$ cat src/rtl/rf_wb_arbiter.sv
// Register-file writeback arbiter: initialises registers 1..31, then round-robins
// the ALU and MEM writeback channels onto a single register-file write port.
module rf_wb_arbiter #(
  parameter logic [31:0] INIT_VALUE = 32'h0000_0000
) (
  input  logic        clk,
  input  logic        rst,
  input  logic        req0_valid,
  output logic        req0_ready,
  input  logic [4:0]  req0_addr,
  input  logic [31:0] req0_data,
  input  logic        req1_valid,
  output logic        req1_ready,
  input  logic [4:0]  req1_addr,
  input  logic [31:0] req1_data,
  output logic        rf_we,
  output logic [4:0]  rf_wr_addr,
  output logic [31:0] rf_wr_data,
  output logic        init_done,
  output logic [15:0] wr_count
);

  localparam int DATA_W = 32;
  localparam int ADDR_W = 5;
  localparam int CNT_W  = 16;

  typedef enum logic {ST_INIT, ST_RUN} state_t;

  state_t              state, state_nxt;
  logic [ADDR_W-1:0]   init_cnt;
  logic                rr_ptr;
  logic                grant0, grant1, xfer;
  logic [ADDR_W-1:0]   xfer_addr;
  logic [DATA_W-1:0]   xfer_data;

  logic                vld_p1;
  logic [ADDR_W-1:0]   addr_p1;
  logic signed [DATA_W-1:0] data_p1;
  logic                init_done_p1;
  logic [CNT_W-1:0]    cnt_p1;

  function automatic logic [CNT_W-1:0] sat_inc(input logic [CNT_W-1:0] v);
    return (v == {CNT_W{1'b1}}) ? v : v + 1'b1;
  endfunction

  // Stage 0: combinational grant; rr_ptr=0 favours req0, 1 favours req1
  always_comb begin
    grant0    = 1'b0;
    grant1    = 1'b0;
    state_nxt = state;
    case (state)
      ST_INIT: begin
        if (init_cnt == 5'd31) state_nxt = ST_RUN;
      end
      ST_RUN: begin
        if (rst) begin
          if (req0_valid && (!req1_valid || !rr_ptr)) grant0 = 1'b1;
          else if (req1_valid)                        grant1 = 1'b1;
        end
      end
      default: state_nxt = ST_INIT;
    endcase
  end

  assign xfer      = grant0 | grant1;
  assign xfer_addr = grant0 ? req0_addr : req1_addr;
  assign xfer_data = grant0 ? req0_data : req1_data;

  // Stage 1: registered register-file write port and status
  always_ff @(posedge clk) begin
    if (!rst) begin
      state        <= ST_INIT;
      init_cnt     <= 5'd1;
      rr_ptr       <= 1'b0;
      vld_p1       <= 1'b0;
      addr_p1      <= '0;
      data_p1      <= '0;
      init_done_p1 <= 1'b0;
      cnt_p1       <= '0;
    end else begin
      state <= state_nxt;
      case (state)
        ST_INIT: begin
          vld_p1   <= 1'b1;
          addr_p1  <= init_cnt;
          data_p1  <= INIT_VALUE;
          init_cnt <= init_cnt + 5'd1;
        end
        default: begin
          init_done_p1 <= 1'b1;
          vld_p1       <= xfer && (xfer_addr != '0);
          if (xfer) rr_ptr <= grant0;
          // Address-0 transfers are acknowledged but never reach the file
          if (xfer && (xfer_addr != '0)) begin
            addr_p1 <= xfer_addr;
            data_p1 <= xfer_data;
            cnt_p1  <= sat_inc(cnt_p1);
          end
        end
      endcase
    end
  end

  assign req0_ready = grant0;
  assign req1_ready = grant1;
  assign rf_we      = vld_p1;
  assign rf_wr_addr = addr_p1;
  assign rf_wr_data = data_p1;
  assign init_done  = init_done_p1;
  assign wr_count   = cnt_p1;

endmodule

$ cat config.mk
export PLATFORM = sky130hd
export DESIGN_NAME = rf_wb_arbiter
export DESIGN_NICKNAME = d
export VERILOG_FILES = /design/src/rtl/rf_wb_arbiter.sv
export SDC_FILE = /design/constraint.sdc
export NUM_CORES = 1
export LEC_CHECK = 0
export CAP_MARGIN = 30
export CORE_ASPECT_RATIO = 0.8
export CORE_MARGIN = 2
export CORE_UTILIZATION = 40
export CTS_BUF_LIST = sky130_fd_sc_hd__clkbuf_2 sky130_fd_sc_hd__clkbuf_4 sky130_fd_sc_hd__clkbuf_8
export DETAILED_ROUTE_END_ITERATION = 10
export HOLD_SLACK_MARGIN = 0.08
export PLACE_DENSITY = 0.88
export SLEW_MARGIN = 20
export SYNTH_ARGS = -nofsm -noshare
export SYNTH_HDL_FRONTEND = slang
export SYNTH_SLANG_ARGS = --single-unit
$ cat constraint.sdc
create_clock -name clk -period 2.43 [get_ports clk]
set_input_delay 0.3645 -clock clk [delete_from_list [all_inputs] [get_ports clk]]
set_output_delay 0.3645 -clock clk [all_outputs]
set_load 0.01 [all_outputs]
==> report_table.html, run 1 <==
<table>
<tr><th>Metric</th><th>Value</th></tr>
<tr><th colspan="2">Status</th></tr>
<tr><td>Status</td><td>complete, no violations</td></tr>
<tr><th colspan="2">Routing</th></tr>
<tr><td>Final ANT Viol Nets</td><td>0</td></tr>
<tr><td>Drc violations</td><td>0</td></tr>
<tr><td>Drt pass-1 iters</td><td>5</td></tr>
<tr><td>Average detailed-routed wire length per instance</td><td>15.3 um</td></tr>
<tr><td>Number of DRC markers after the initial detailed-route iteration</td><td>172</td></tr>
<tr><td>Via count normalized by instance count</td><td>5.40</td></tr>
<tr><td>Total via count in the routed design</td><td>3,085</td></tr>
<tr><td>Routed Wire Length</td><td>8750 um</td></tr>
<tr><th colspan="2">Layout</th></tr>
<tr><td>Commonest non-fill, non-tap cells in the layout</td><td>sky130_fd_sc_hd__clkdlybuf4s50_1 (134), sky130_fd_sc_hd__nand2_1 (83), sky130_fd_sc_hd__dfxtp_1 (62)</td></tr>
<tr><td>Fin area</td><td>4490 um2</td></tr>
<tr><td>Share of post-route cells with drive strength above 1</td><td>7.44%</td></tr>
<tr><td>Utilization after layout</td><td>65.4%</td></tr>
<tr><td>Leading cell type in the layout, fill and taps excluded</td><td>sky130_fd_sc_hd__clkdlybuf4s50_1</td></tr>
<tr><td>Final nets</td><td>561</td></tr>
<tr><td>Final antenna diode count</td><td>0</td></tr>
<tr><td>Area overhead of the layout relative to synthesis</td><td>58.6%</td></tr>
<tr><td>Finished Layout Cells</td><td>571</td></tr>
<tr><th colspan="2">Clocking</th></tr>
<tr><td>Clk root buf</td><td>sky130_fd_sc_hd__clkbuf_8</td></tr>
<tr><td>Clock Pin Slew Worst Setup and Hold Paths</td><td>0.07 ns</td></tr>
<tr><td>Number of hold buffers added after CTS</td><td>0</td></tr>
<tr><td>Post-cts gate resize count</td><td>0</td></tr>
<tr><td>Number of setup buffers added after CTS</td><td>0</td></tr>
<tr><td>Maximum level of the CTS H-tree</td><td>3</td></tr>
<tr><td>TritonCTS clock tree</td><td>done</td></tr>
<tr><td>Clock tree buffer depth</td><td>2</td></tr>
<tr><td>Clock sink count</td><td>62</td></tr>
<tr><td>Number of CTS-inserted buffers</td><td>9</td></tr>
<tr><td>Insertion delay to the later sink of the worst-skew pair</td><td>0.33 ns</td></tr>
<tr><th colspan="2">Worst setup path</th></tr>
<tr><td>Launch point of the worst reg-to-reg path</td><td>wr_count[0]</td></tr>
<tr><td>Endpoint arrival time on the critical path</td><td>1.83 ns</td></tr>
<tr><td>Kind of start point of the critical path</td><td>input pin</td></tr>
<tr><td>Critical Path Sink Type</td><td>output port</td></tr>
<tr><td>Flop2flop setup slack</td><td>0.31 ns</td></tr>
<tr><td>Worst Path Class, Setup</td><td>input pin to output port</td></tr>
<tr><td>Worst Path Required</td><td>2.07 ns</td></tr>
<tr><td>Largest driver fanout on the critical path</td><td>3</td></tr>
<tr><td>Worst reg-to-reg path cell count</td><td>6</td></tr>
<tr><td>Terminus of the critical flop-to-flop path</td><td>wr_count[13]</td></tr>
<tr><th colspan="2">Yosys</th></tr>
<tr><td>Syn_nets</td><td>432</td></tr>
<tr><td>Synth Cell Area</td><td>2830 um2</td></tr>
<tr><td>Yosys warning count</td><td>0</td></tr>
<tr><td>FF+latch count, synth</td><td>62</td></tr>
<tr><td>Share of async-settable or async-resettable flops after synthesis</td><td>0%</td></tr>
<tr><td>Portion of the post-synthesis area used by sequential elements</td><td>43.9%</td></tr>
<tr><td>Number of instances in the synthesized netlist</td><td>351</td></tr>
<tr><td>Most used flip-flop cell after synthesis</td><td>sky130_fd_sc_hd__dfxtp_1</td></tr>
<tr><td>Post-synth EDFFs</td><td>0</td></tr>
<tr><td>Count of different cell masters after synthesis</td><td>39</td></tr>
<tr><td>Avg Inst Size Synth</td><td>8.06 um2</td></tr>
<tr><th colspan="2">Global routing</th></tr>
<tr><td>Vias in the first global route</td><td>2,854</td></tr>
<tr><td>Global-route wire length before repair</td><td>13,700 um</td></tr>
<tr><td>Antenna violations before repair</td><td>0</td></tr>
<tr><td>Total routing usage reported by global routing</td><td>22.0%</td></tr>
<tr><td>Congestion Overflow GR</td><td>0</td></tr>
<tr><td>Maximum number of pins on one net before global-route repair</td><td>41</td></tr>
<tr><th colspan="2">Placement</th></tr>
<tr><td>Number of input and output port buffers inserted</td><td>134</td></tr>
<tr><td>Post-detailed-placement cell area</td><td>4300 um2</td></tr>
<tr><td>Final GP Congestion</td><td>0.854</td></tr>
<tr><td>HPWL reported at the end of detailed placement</td><td>6370 um</td></tr>
<tr><td>DP Worst Slack</td><td>0.0556 ns</td></tr>
<tr><td>Number of placed instances with taps included</td><td>556</td></tr>
<tr><th colspan="2">Die</th></tr>
<tr><td>Overall die area</td><td>7770 um2</td></tr>
<tr><td>Overall die width</td><td>98.0 um</td></tr>
<tr><td>Die Y-Extent</td><td>79.2 um</td></tr>
<tr><td>Area of the core region</td><td>6860 um2</td></tr>
<tr><td>Starting utilization of the core area</td><td>41.3%</td></tr>
<tr><td>I/O pins</td><td>135</td></tr>
<tr><td>Number of rows created at floorplan</td><td>27</td></tr>
<tr><th colspan="2">Power and ir drop</th></tr>
<tr><td>Leakage power</td><td>1.53 nW</td></tr>
<tr><td>Power after layout</td><td>2.13 mW</td></tr>
<tr><td>Max rail drop VDD</td><td>0.415 mV</td></tr>
<tr><td>Cell area power density</td><td>474 nW/um2</td></tr>
<tr><th colspan="2">Worst hold path</th></tr>
<tr><td>Worst hold path endpoint</td><td>init_done</td></tr>
<tr><td>Hold wc startpoint</td><td>init_done</td></tr>
<tr><td>Hold-critical path depth</td><td>2</td></tr>
<tr><td>Min-delay worst type</td><td>register to register</td></tr>
<tr><th colspan="2">STA</th></tr>
<tr><td>Setup Total Neg Slack</td><td>0 ns</td></tr>
<tr><td>Number of setup violations in the final report</td><td>0</td></tr>
<tr><td>Final Hold Fails</td><td>0</td></tr>
<tr><td>Slew at the pin closest to its max-slew limit</td><td>0.739 ns</td></tr>
<tr><td>Worst slew margin relative to its limit</td><td>50.7%</td></tr>
<tr><td>Final min period</td><td>2.19 ns</td></tr>
<tr><td>Setup slack of the critical path after layout</td><td>0.240 ns</td></tr>
<tr><td>Setup repair after global routing missed its margin</td><td>no</td></tr>
<tr><td>Worst clock skew</td><td>0.00552 ns</td></tr>
<tr><td>Period Utilization, post-route</td><td>90.1%</td></tr>
<tr><td>Peak Freq</td><td>0.457 GHz</td></tr>
<tr><td>Final slew viol count</td><td>0</td></tr>
<tr><td>Worst hold slack</td><td>0.479 ns</td></tr>
<tr><th colspan="2">Run</th></tr>
<tr><td>Max-Cap Viols</td><td>0</td></tr>
</table>
-- metal layers --
| layer | global-route usage (%) | share of wire [%] | up-vias |
|---|---|---|---|
| met5 | 0 | 0 | - |
| met4 | 9.17 | 2.2 | 0 |
| li1 | - | - | 1512 |
| met1 | 26.6 | 40 | 1432 |
| met2 | 37.0 | 50 | 122 |
| met3 | 6.25 | 7.7 | 19 |
-- cells in the mapped netlist, types with 5 or more instances --
cell type	instances	area share, %
sky130_fd_sc_hd__a311oi_1	32	9.9
sky130_fd_sc_hd__nand3_1	11	1.9
sky130_fd_sc_hd__clkbuf_1	21	2.8
sky130_fd_sc_hd__mux2i_1	7	2.5
sky130_fd_sc_hd__buf_2	5	0.88
sky130_fd_sc_hd__nor2_1	46	6.1
sky130_fd_sc_hd__or4_1	8	2.1
sky130_fd_sc_hd__o31ai_1	6	1.6
sky130_fd_sc_hd__a21oi_1	16	2.8
sky130_fd_sc_hd__dfxtp_1	62	44
sky130_fd_sc_hd__nand2_1	83	11
-- final cells by class --
class	count	area, um2
clock buffers	11	145
clock inverters	4	47.5
fillers	556	2370
inverters	4	15.0
multi-input cells	257	1470
flip-flops and latches	62	1240
well taps	87	109
repair buffers	146	1460
-- logic make-up (layout without fill, tap and decap cells) --
kind of cell             Yosys count  count (layout)  share of synthesized area, %
flip-flops                        62              62                          43.9
adder cells (fa/ha/maj)            3               3                          1.33
XOR/XNOR                           2               2                         0.619
AND/OR/NAND/NOR                  172             172                          27.0
AO/OA/AOI/OAI                     69              69                          18.6
buffers and inverters             32             165                          4.51
multiplexers                      11              11                          4.07
-- power by group --
group	internal, mW	switching (mW)	total, mW
clock	0.504	0.388	0.892
sequential	1.03	0.00984	1.04
combinational	0.139	0.0562	0.195
-- critical path: stages --
cell and delay (ns):
sky130_fd_sc_hd__clkdlybuf4s50_1 0.49, sky130_fd_sc_hd__and2_1 0.16, sky130_fd_sc_hd__nand3_1 0.14, sky130_fd_sc_hd__inv_1 0.13
sky130_fd_sc_hd__clkdlybuf4s50_1 0.55
-- worst max-delay path by stage --
stage / depth (start not counted) / slack, ns / from / endpoint
finish: 5 / 0.24 / rst / req1_ready
floorplan: 7 / 0.50 / wr_count[0] / wr_count[10]
global route: 5 / 0.18 / rst / req0_ready
CTS: 5 / 0.25 / rst / req1_ready
detailed placement: 8 / 0.06 / rst / rf_wr_data[22]
global placement: 8 / 0.15 / rst / rf_wr_data[24]
-- state kept, by name, summed over array words and instances, names as in the netlist --
signal / flops
rr_ptr: 1
init_done: 1
wr_count: 16
rf_we: 1
state: 1
init_cnt: 5
rf_wr_addr: 5
rf_wr_data: 32
No activity file was read; power rests on OpenSTA's default activity.
==> inputs of run 2 (changes only) <==
--- a/config.mk
+++ b/config.mk
@@ -7,7 +7,6 @@
 export LEC_CHECK = 0
 export CAP_MARGIN = 30
 export CORE_ASPECT_RATIO = 0.8
-export CORE_MARGIN = 2
 export CORE_UTILIZATION = 40
 export CTS_BUF_LIST = sky130_fd_sc_hd__clkbuf_2 sky130_fd_sc_hd__clkbuf_4 sky130_fd_sc_hd__clkbuf_8
 export DETAILED_ROUTE_END_ITERATION = 10
==> run 2 against run 1 <==
- sequential power about the same
- critical path depth is 1 higher
- power fell by 6.2%
- global-route usage rose by 0.74 points
- worst setup slack got worse by 0.15 ns
- via count shrank 0.68%
- cell count shrank 0.53%
- clock-buffer cell count unchanged
- critical endpoint is now req0_ready
- largest power group unchanged
==> report_table.html, run 2 (synthesis results as in run 1) <==
<table>
<tr><th>Metric</th><th>Value</th></tr>
<tr><th colspan="2">Status</th></tr>
<tr><td>Status</td><td>complete, no violations</td></tr>
<tr><th colspan="2">Power and ir drop</th></tr>
<tr><td>Cell area power density</td><td>446 nW/um2 (-5.8%)</td></tr>
<tr><td>Max rail drop VDD</td><td>0.252 mV (-39%)</td></tr>
<tr><td>Leakage power</td><td>1.53 nW (-0.44%)</td></tr>
<tr><th colspan="2">Clocking</th></tr>
<tr><td>Clk root buf</td><td>sky130_fd_sc_hd__clkbuf_8</td></tr>
<tr><td>TritonCTS clock tree</td><td>done</td></tr>
<tr><td>Insertion delay to the later sink of the worst-skew pair</td><td>0.32 ns (about the same)</td></tr>
<tr><td>Number of CTS-inserted buffers</td><td>9 (unchanged)</td></tr>
<tr><td>Clock Pin Slew Worst Setup and Hold Paths</td><td>0.06 ns (about the same)</td></tr>
<tr><td>Clock sink count</td><td>62 (unchanged)</td></tr>
<tr><td>Number of setup buffers added after CTS</td><td>0 (unchanged)</td></tr>
<tr><td>Clock tree buffer depth</td><td>2 (unchanged)</td></tr>
<tr><td>Maximum level of the CTS H-tree</td><td>3 (unchanged)</td></tr>
<tr><td>Number of hold buffers added after CTS</td><td>0 (unchanged)</td></tr>
<tr><td>Post-cts gate resize count</td><td>0 (unchanged)</td></tr>
<tr><th colspan="2">Routing</th></tr>
<tr><td>Routed Wire Length</td><td>8420 um (-3.7%)</td></tr>
<tr><td>Drc violations</td><td>0 (unchanged)</td></tr>
<tr><td>Average detailed-routed wire length per instance</td><td>14.8 um (-3.2%)</td></tr>
<tr><td>Total via count in the routed design</td><td>3,064 (-0.68%)</td></tr>
<tr><td>Via count normalized by instance count</td><td>5.39 (-0.16%)</td></tr>
<tr><td>Number of DRC markers after the initial detailed-route iteration</td><td>166 (-3.5%)</td></tr>
<tr><td>Drt pass-1 iters</td><td>4 (-1)</td></tr>
<tr><td>Final ANT Viol Nets</td><td>0 (unchanged)</td></tr>
<tr><th colspan="2">Layout</th></tr>
<tr><td>Final antenna diode count</td><td>0 (unchanged)</td></tr>
<tr><td>Commonest non-fill, non-tap cells in the layout</td><td>sky130_fd_sc_hd__clkdlybuf4s50_1 (134), sky130_fd_sc_hd__nand2_1 (83), sky130_fd_sc_hd__dfxtp_1 (62)</td></tr>
<tr><td>Fill count</td><td>565 (+1.6%)</td></tr>
<tr><td>Fin area</td><td>4470 um2 (-0.42%)</td></tr>
<tr><td>Share of post-route cells with drive strength above 1</td><td>6.65% (-0.79 points)</td></tr>
<tr><td>Area overhead of the layout relative to synthesis</td><td>57.9%</td></tr>
<tr><td>Leading cell type in the layout, fill and taps excluded</td><td>sky130_fd_sc_hd__clkdlybuf4s50_1</td></tr>
<tr><td>Finished Layout Cells</td><td>568 (-0.53%)</td></tr>
<tr><td>Final nets</td><td>560 (-0.18%)</td></tr>
<tr><td>Max reg flops</td><td>32 (unchanged)</td></tr>
<tr><th colspan="2">Die</th></tr>
<tr><td>Number of rows created at floorplan</td><td>27 (unchanged)</td></tr>
<tr><td>Starting utilization of the core area</td><td>41.3% (unchanged)</td></tr>
<tr><td>Overall die area</td><td>7420 um2 (-4.5%)</td></tr>
<tr><td>Overall die width</td><td>96.0 um (-2.0%)</td></tr>
<tr><td>I/O pins</td><td>135 (unchanged)</td></tr>
<tr><td>Die Y-Extent</td><td>77.2 um (-2.5%)</td></tr>
<tr><td>Area of the core region</td><td>6860 um2 (unchanged)</td></tr>
<tr><th colspan="2">Placement</th></tr>
<tr><td>Final GP Congestion</td><td>0.803 (-5.9%)</td></tr>
<tr><td>Number of placed instances with taps included</td><td>555 (-0.18%)</td></tr>
<tr><td>Post-detailed-placement cell area</td><td>4310 um2 (+0.29%)</td></tr>
<tr><td>HPWL reported at the end of detailed placement</td><td>6040 um (-5.2%)</td></tr>
<tr><td>Number of input and output port buffers inserted</td><td>134 (unchanged)</td></tr>
<tr><th colspan="2">Worst setup path</th></tr>
<tr><td>Critical Path Sink Type</td><td>output port</td></tr>
<tr><td>Endpoint arrival time on the critical path</td><td>1.97 ns (+0.14 ns)</td></tr>
<tr><td>Critical path origin</td><td>rst</td></tr>
<tr><td>Launch point of the worst reg-to-reg path</td><td>wr_count[0]</td></tr>
<tr><td>Kind of start point of the critical path</td><td>input pin</td></tr>
<tr><td>Worst Path Required</td><td>2.07 ns (about the same)</td></tr>
<tr><td>Worst Path Class, Setup</td><td>input pin to output port</td></tr>
<tr><td>Largest driver fanout on the critical path</td><td>5 (+2)</td></tr>
<tr><th colspan="2">Worst hold path</th></tr>
<tr><td>Min-delay worst type</td><td>register to register</td></tr>
<tr><td>Hold wc startpoint</td><td>rf_wr_addr[2]</td></tr>
<tr><th colspan="2">STA</th></tr>
<tr><td>Setup Total Neg Slack</td><td>0 ns (unchanged)</td></tr>
<tr><td>Period Utilization, post-route</td><td>96.2% (+6.1 points)</td></tr>
<tr><td>Final Hold Fails</td><td>0 (unchanged)</td></tr>
<tr><td>Final min period</td><td>2.34 ns (+0.149 ns)</td></tr>
<tr><td>Number of setup violations in the final report</td><td>0 (unchanged)</td></tr>
<tr><td>Worst slew margin relative to its limit</td><td>53.7% (+3.0 points)</td></tr>
<tr><td>Slew at the pin closest to its max-slew limit</td><td>0.694 ns (-0.0452 ns)</td></tr>
<tr><td>Final slew viol count</td><td>0 (unchanged)</td></tr>
<tr><td>Worst hold slack</td><td>0.486 ns (+0.00741 ns)</td></tr>
<tr><td>Peak Freq</td><td>0.428 GHz (-6.4%)</td></tr>
<tr><td>Setup repair after global routing missed its margin</td><td>no</td></tr>
<tr><td>Worst clock skew</td><td>0.00357 ns (-0.00195 ns)</td></tr>
<tr><th colspan="2">Global routing</th></tr>
<tr><td>Antenna violations before repair</td><td>0 (unchanged)</td></tr>
<tr><td>Congestion Overflow GR</td><td>0 (unchanged)</td></tr>
<tr><td>Total routing usage reported by global routing</td><td>22.8% (+0.74 points)</td></tr>
<tr><td>Maximum number of pins on one net before global-route repair</td><td>45 (+9.8%)</td></tr>
<tr><td>Global-route wire length before repair</td><td>13,200 um (-3.8%)</td></tr>
<tr><td>Vias in the first global route</td><td>2,862 (+0.28%)</td></tr>
<tr><th colspan="2">Run</th></tr>
<tr><td>Max-Cap Viols</td><td>0 (unchanged)</td></tr>
</table>
[run 2: cell count changes in the layout (fill, tap and decap cells not counted)]
cell,change
sky130_fd_sc_hd__buf_4,-3
sky130_fd_sc_hd__buf_12,+2
sky130_fd_sc_hd__bufinv_16,-1
sky130_fd_sc_hd__clkbuf_4,-1
sky130_fd_sc_hd__clkbuf_8,+1
sky130_fd_sc_hd__clkinvlp_4,-1
sky130_fd_sc_hd__nand3_1,+1
sky130_fd_sc_hd__nand3_2,-1
[run 2: metrics by stage]
step	setup slack, ns	total power [mW]	util (%)
floorplan	0.501	1.10	-
global placement	0.115	1.25	62.8
detailed placement	0.0351	1.25	62.8
CTS	0.0905	2.02	65.2
global route	0.0488	2.08	65.2
finish	0.0912	1.99	65.2
[run 2: power by group]
group	switching (mW)	internal, mW
combinational	0.0550	0.139
sequential	0.00989	1.03
clock	0.356	0.405
[run 2: final timing paths]
path,to,slack (ns),cells past startpoint
worst min-delay path,rf_wr_addr[2],0.49,2
worst min register to register,rf_wr_addr[2],0.49,2
worst max register to register,wr_count[9],0.37,6
worst max-delay path,req0_ready,0.09,6
[run 2: layout make-up]
class	instances	area (um2)	area share, %
Tap cell	87	109	2.44
Sequential cell	62	1240	27.8
Clock buffer	11	151	3.39
Inverter	4	15.0	0.336
Multi-Input combinational cell	257	1470	32.9
Clock inverter	2	10.0	0.224
Timing Repair Buffer	145	1470	33.0
[run 2: worst max-delay path, cell delays in order]
cell	delay, ns
sky130_fd_sc_hd__clkdlybuf4s50_1	0.48
sky130_fd_sc_hd__and2_1	0.15
sky130_fd_sc_hd__nand3_1	0.11
sky130_fd_sc_hd__buf_4	0.19
sky130_fd_sc_hd__clkinv_1	0.13
sky130_fd_sc_hd__clkdlybuf4s50_1	0.56
[run 2: per-layer routing]
metal / routed length, um / vias to the layer above / GRT usage, %
met4: 122 / 0 / 7.76
met1: 3690 / 1434 / 28.8
li1: - / 1509 / -
met5: 0 / - / 0
met3: 614 / 10 / 6.45
met2: 4000 / 111 / 36.6
